**src/rtl/decode.sv**
```systemverilog
// ID stage of a 5-stage MIPS-style pipeline: main control decode, 32x32 register
// file with write-before-read bypass, immediate sign extension and the ID/EX latch.
module decode #(
  parameter int DATA_W = 32
) (
  input  logic              clk,
  input  logic              rst_n,
  input  logic [31:0]       pc_4,
  input  logic [31:0]       instr,
  input  logic [4:0]        write_reg_MEMWB,
  input  logic [DATA_W-1:0] write_data_WB,
  input  logic              write_en,
  output logic [1:0]        wb_IDEX,
  output logic [2:0]        mem_IDEX,
  output logic [1:0]        aluop_IDEX,
  output logic              alusrc_IDEX,
  output logic              regdst_IDEX,
  output logic [31:0]       pc_4_IDEX,
  output logic [DATA_W-1:0] rs_IDEX,
  output logic [DATA_W-1:0] rt_IDEX,
  output logic [31:0]       signExt_IDEX,
  output logic [4:0]        instr20_16_IDEX,
  output logic [4:0]        instr15_11_IDEX
);

  localparam logic [5:0] OP_RTYPE = 6'h00;
  localparam logic [5:0] OP_LW    = 6'h23;
  localparam logic [5:0] OP_SW    = 6'h2B;
  localparam logic [5:0] OP_BEQ   = 6'h04;

  function automatic logic signed [31:0] sign_ext(input logic signed [15:0] imm);
    return 32'(imm);
  endfunction

  logic [5:0] opcode;
  logic [4:0] rs_addr;
  logic [4:0] rt_addr;
  logic [4:0] rd_addr;

  assign opcode  = instr[31:26];
  assign rs_addr = instr[25:21];
  assign rt_addr = instr[20:16];
  assign rd_addr = instr[15:11];

  // Register file: $0 is hardwired to zero, so its storage is never written.
  logic [DATA_W-1:0] regs_q [32];
  logic [DATA_W-1:0] regs_d [32];

  always_comb begin
    for (int i = 0; i < 32; i++) regs_d[i] = regs_q[i];
    if (write_en && (write_reg_MEMWB != 5'd0)) regs_d[write_reg_MEMWB] = write_data_WB;
  end

  always_ff @(posedge clk or negedge rst_n) begin
    if (!rst_n) begin
      for (int i = 0; i < 32; i++) regs_q[i] <= '0;
    end else begin
      for (int i = 0; i < 32; i++) regs_q[i] <= regs_d[i];
    end
  end

  logic              bypass_rs;
  logic              bypass_rt;
  logic [DATA_W-1:0] rs_rd;
  logic [DATA_W-1:0] rt_rd;

  // A write landing this cycle is forwarded so WB->ID needs no extra stall.
  assign bypass_rs = write_en && (write_reg_MEMWB != 5'd0) && (write_reg_MEMWB == rs_addr);
  assign bypass_rt = write_en && (write_reg_MEMWB != 5'd0) && (write_reg_MEMWB == rt_addr);

  always_comb begin
    rs_rd = regs_q[rs_addr];
    rt_rd = regs_q[rt_addr];
    if (rs_addr == 5'd0) rs_rd = '0;
    else if (bypass_rs)  rs_rd = write_data_WB;
    if (rt_addr == 5'd0) rt_rd = '0;
    else if (bypass_rt)  rt_rd = write_data_WB;
  end

  logic [1:0] wb_d;
  logic [2:0] mem_d;
  logic [1:0] aluop_d;
  logic       alusrc_d;
  logic       regdst_d;

  always_comb begin
    wb_d     = 2'b00;
    mem_d    = 3'b000;
    aluop_d  = 2'b00;
    alusrc_d = 1'b0;
    regdst_d = 1'b0;
    unique case (opcode)
      OP_RTYPE: begin
        wb_d     = 2'b10;
        aluop_d  = 2'b10;
        regdst_d = 1'b1;
      end
      OP_LW: begin
        wb_d     = 2'b11;
        mem_d    = 3'b010;
        alusrc_d = 1'b1;
      end
      OP_SW: begin
        mem_d    = 3'b001;
        alusrc_d = 1'b1;
      end
      OP_BEQ: begin
        mem_d   = 3'b100;
        aluop_d = 2'b01;
      end
      default: ;
    endcase
  end

  logic [31:0] sext_d;
  assign sext_d = sign_ext(instr[15:0]);

  // ID/EX boundary
  logic [1:0]        wb_q;
  logic [2:0]        mem_q;
  logic [1:0]        aluop_q;
  logic              alusrc_q;
  logic              regdst_q;
  logic [31:0]       pc_4_q;
  logic [DATA_W-1:0] rs_q;
  logic [DATA_W-1:0] rt_q;
  logic [31:0]       sext_q;
  logic [4:0]        rt_addr_q;
  logic [4:0]        rd_addr_q;

  always_ff @(posedge clk or negedge rst_n) begin
    if (!rst_n) begin
      wb_q      <= '0;
      mem_q     <= '0;
      aluop_q   <= '0;
      alusrc_q  <= 1'b0;
      regdst_q  <= 1'b0;
      pc_4_q    <= '0;
      rs_q      <= '0;
      rt_q      <= '0;
      sext_q    <= '0;
      rt_addr_q <= '0;
      rd_addr_q <= '0;
    end else begin
      wb_q      <= wb_d;
      mem_q     <= mem_d;
      aluop_q   <= aluop_d;
      alusrc_q  <= alusrc_d;
      regdst_q  <= regdst_d;
      pc_4_q    <= pc_4;
      rs_q      <= rs_rd;
      rt_q      <= rt_rd;
      sext_q    <= sext_d;
      rt_addr_q <= rt_addr;
      rd_addr_q <= rd_addr;
    end
  end

  assign wb_IDEX         = wb_q;
  assign mem_IDEX        = mem_q;
  assign aluop_IDEX      = aluop_q;
  assign alusrc_IDEX     = alusrc_q;
  assign regdst_IDEX     = regdst_q;
  assign pc_4_IDEX       = pc_4_q;
  assign rs_IDEX         = rs_q;
  assign rt_IDEX         = rt_q;
  assign signExt_IDEX    = sext_q;
  assign instr20_16_IDEX = rt_addr_q;
  assign instr15_11_IDEX = rd_addr_q;

endmodule

```
**config.mk**
```make
export PLATFORM = sky130hd
export DESIGN_NAME = decode
export DESIGN_NICKNAME = d
export VERILOG_FILES = /design/src/rtl/decode.sv
export SDC_FILE = /design/constraint.sdc
export NUM_CORES = 2
export LEC_CHECK = 0
export ABC_CLOCK_PERIOD_IN_PS = 2130
export CAP_MARGIN = 20
export CORE_MARGIN = 1.5
export CORE_UTILIZATION = 60
export CTS_CLUSTER_DIAMETER = 150
export DETAILED_ROUTE_END_ITERATION = 6
export HOLD_SLACK_MARGIN = 0.03
export PLACE_DENSITY_LB_ADDON = 0.2
export SYNTH_ARGS = -nofsm -noshare
export SYNTH_HDL_FRONTEND = slang
export SYNTH_SLANG_ARGS = --single-unit
```
**constraint.sdc**
```tcl
create_clock -name clk -period 2.13 [get_ports clk]
set_clock_uncertainty 0.2 [all_clocks]
set_input_delay 0.426 -clock clk [delete_from_list [all_inputs] [get_ports clk]]
set_output_delay 0.426 -clock clk [all_outputs]
set_load 0.05 [all_outputs]
```
==> reports/metrics.yaml <==
use_met1_pct: 55.3
cp_data_arrival_time_ns: 2.55
status: "complete, but fails checks"
hpwl_um: 132000
clk_latency_ns: 0.73
gp_congestion: 0.937
path_cells: "mux4_2, mux4_2, a221o_1"
synth_top_family_by_area: "multiplexers"
cts_sinks: 1148
io_pins: 251
synthAdderAreaFrac_pct: 0
maxCapViolCount: 0
synth-xor-area-share_pct: 0.148
root_buffer: "clkbuf_16"
yosysTopAreaCellShare_pct: 48.7
final.fill_count: 5978
cts_buffers: 120
worst_pin_slew_ns: 1.02
synthCells: 4057
dp_cells: 5719
end_kind: "flop"
grt_pass1_vias: 43900
antenna_found_initial: 2
syn_to_final_growth_pct: 23.0
drt_pre_antenna_iters: 7
synth_cell_types: 64
yosys.area_share.simple_pct: 2.58
grt_max_degree: 100
wl_per_cell_um: 33.9
postRouteAntennaNets: 0
cp_num_buf_inv: 0
drive_gt1_share_pct: 52.7
path_class: "reg2reg"
start_util_pct: 60.8
critPathRequiredTime_ns: 2.51
dieArea_mm2: 0.100
path_delay_family: "multiplexers"
cts_tree: "yes"
power_density_mw_per_mm2: 909
grt_pass1_wl_um: 297000
ys_warn_count: 0
path_clk_slew_ns: 0.06
finalWorstSetupSlack_ns: -0.0399
synth_compound_area_share_pct: 5.18
synth_common_cells: "1,148 x dfrtp_1, 1,068 x mux2_2, 365 x mux4_2"
core_area_mm2: 0.0971
avgSynthCellArea_um2: 14.5
via_per_inst: 7.09
place_ws_ns: -0.852
vias: 42700
clockBufferDepth: 3
synth_area_mm2: 0.0590
r2r_slack_ns: -0.04
ir_drop_mv: 0.874
synth.area.mux_share_pct: 39.2
ys_ff_latch: 1148
leakagePower_nw: 32.5
async_flop_share_pct: 100
grt_setup_unrepaired: "true"
fin_cells: 6014
max_freq_mhz: 461
die_w_um: 317
setup_viol: 6
htree_levels: 3
nNetsFinal: 4733
relSlewSlack_pct: 31.7
synth-main-ff-cell: "dfrtp_1"
path_common_cell: "mux4_2"
fin_crit_ns: 2.17
synth.most_common_cell: "dfrtp_1"
critPathLaunchType: "flop"
synth_area_leader_cell: "dfrtp_1"
min_path_type: "in2reg"
slew_violations: 0
multiInputGateArea_mm2: 0.0281
final_hold_viol_count: 0
wirelength_um: 204000
regArea_mm2: 0.0287
io_buffers: 250
drc: 1
violations: "design-rule violations, negative setup slack"
slowest_delay_ns: 0.59
synth_area_leaders: "dfrtp_1 49%, mux2_2 20%, mux4_2 14%"
grt-ovfl-total: 0
slowest_stage: "mux4_2"
seq_area_frac_synth_pct: 48.7
fin_crit_sh_pct: 102
num_rows: 114
die_h_um: 317
global_route.usage.met2_pct: 60.0
cp_max_fo: 3
track_usage_pct: 41.1
syn_nets: 4161
dr.first_iter.drc_count: 4934
busiest_layer: "met2"
gr-usage-met3_pct: 12.5
synth_edf_count: 0
[cells in the final DEF, fill, tap and decap left out, types with 8 or more instances in the layout]
cell type	instances
dfrtp_1	1145
mux2_2	1068
buf_4	511
mux4_2	365
mux2i_1	264
buf_12	194
clkbuf_16	123
o22ai_1	102
clkdlybuf4s50_1	89
a221oi_1	56
nor2_1	55
dlygate4sd3_1	54
nor3_1	49
clkdlybuf4s15_2	44
o21ai_0	42
nand2_1	37
a21oi_1	34
a22oi_1	32
clkbuf_8	32
a221o_1	23
clkinv_2	23
clkbuf_1	21
a22o_1	20
nor3b_1	19
nor2_4	18
nand2_2	16
a211o_1	16
bufinv_16	15
nand2b_1	14
nor4_1	13
mux2_1	13
nand3_1	12
nor3_2	10
or2_2	9
o211ai_1	9
diode_2	8
o21ai_1	8
o221ai_1	8
o2111ai_1	8
[routing by layer]
metal | vias to the layer above | part of all wire (%)
met5 | - | 0.0054
met4 | 2 | 6.1
met3 | 763 | 12
met2 | 2818 | 45
met1 | 22400 | 38
li1 | 16700 | -
[power breakdown]
part / internal, mW / switching [mW]
Combinational: 8.09 / 6.49
Sequential: 25.8 / 3.18
Clock: 13.3 / 9.18
Total: 47.2 / 18.9
[kinds of logic after synthesis]
| group | count (synthesis) |
|---|---|
| XOR/XNOR | 10 |
| AO/OA/AOI/OAI | 415 |
| AND/OR/NAND/NOR | 298 |
| flip-flops | 1148 |
| multiplexers | 1714 |
| buffers and inverters | 472 |
[flip-flops by register name, summed over array words and instances (netlist names)]
signal,cells
regs_q,1024
aluop_IDEX,2
alusrc_IDEX,1
rt_IDEX,32
signExt_IDEX,11
pc_4_IDEX,32
wb_IDEX,1
rs_IDEX,32
instr20_16_IDEX,5
instr15_11_IDEX,5
mem_IDEX,3
[final cells by class]
cell class / instances / share of cell area [%]
clock buffer: 174 / 4.88
antenna: 8 / 0.0276
tap: 1276 / 2.20
inverter: 7 / 0.0362
multi-input combinational: 2437 / 38.7
timing repair buffer: 915 / 13.6
sequential: 1148 / 39.6
clock inverter: 49 / 0.905
[worst paths after layout]
| path | from | end | cells after the start |
|---|---|---|---|
| setup / recovery | regs_q[24]$_DFFE_PN0P_ | rt_IDEX[24]$_DFF_PN0_ | 3 |
| hold / removal | instr[29] | mem_IDEX[1]$_DFF_PN0_ | 2 |
| setup reg to reg | regs_q[24]$_DFFE_PN0P_ | rt_IDEX[24]$_DFF_PN0_ | 3 |
| hold reg to reg | regs_q[1002]$_DFFE_PN0P_ | regs_q[1002]$_DFFE_PN0P_ | 0 |
| max in group asynchronous | rst_n | instr15_11_IDEX[4]$_DFF_PN0_ | 3 |
| min in group asynchronous | rst_n | regs_q[125]$_DFFE_PN0P_ | 3 |
[metrics by stage]
stage / utilization [%] / setup TNS (ns) / hold WS [ns] / power (mW) / cell area (um^2)
finish: 74.8 / -0.0538 / 0.140 / 66.0 / 72600
global route: 74.7 / -1.02 / 0.161 / 68.1 / 72600
detailed placement: 69.5 / -598.40 / 0.155 / 43.2 / 67500
global placement: 69.5 / -594.94 / 0.140 / 42.6 / 67500
CTS: 74.5 / -0.918 / 0.0879 / 65.6 / 72400
floorplan: - / -2.07 / -0.0696 / 37.8 / 59300
[worst register-to-register path, delay by kind of cell, from the launching register on]
family / cells / cell delay, ns
compound gates: 1 / 0.35
flops: 1 / 0.41
mux: 2 / 1.07
[timing repair]
action,CTS,global route
buffers inserted,1,5
resized for setup,145,34
pin swaps,2,2
hold buffers,54,0
endpoints found under the hold margin,632,0
setup endpoints to repair,98,138
gates cloned,0,3
No activity file was read; power rests on OpenSTA's default activity.
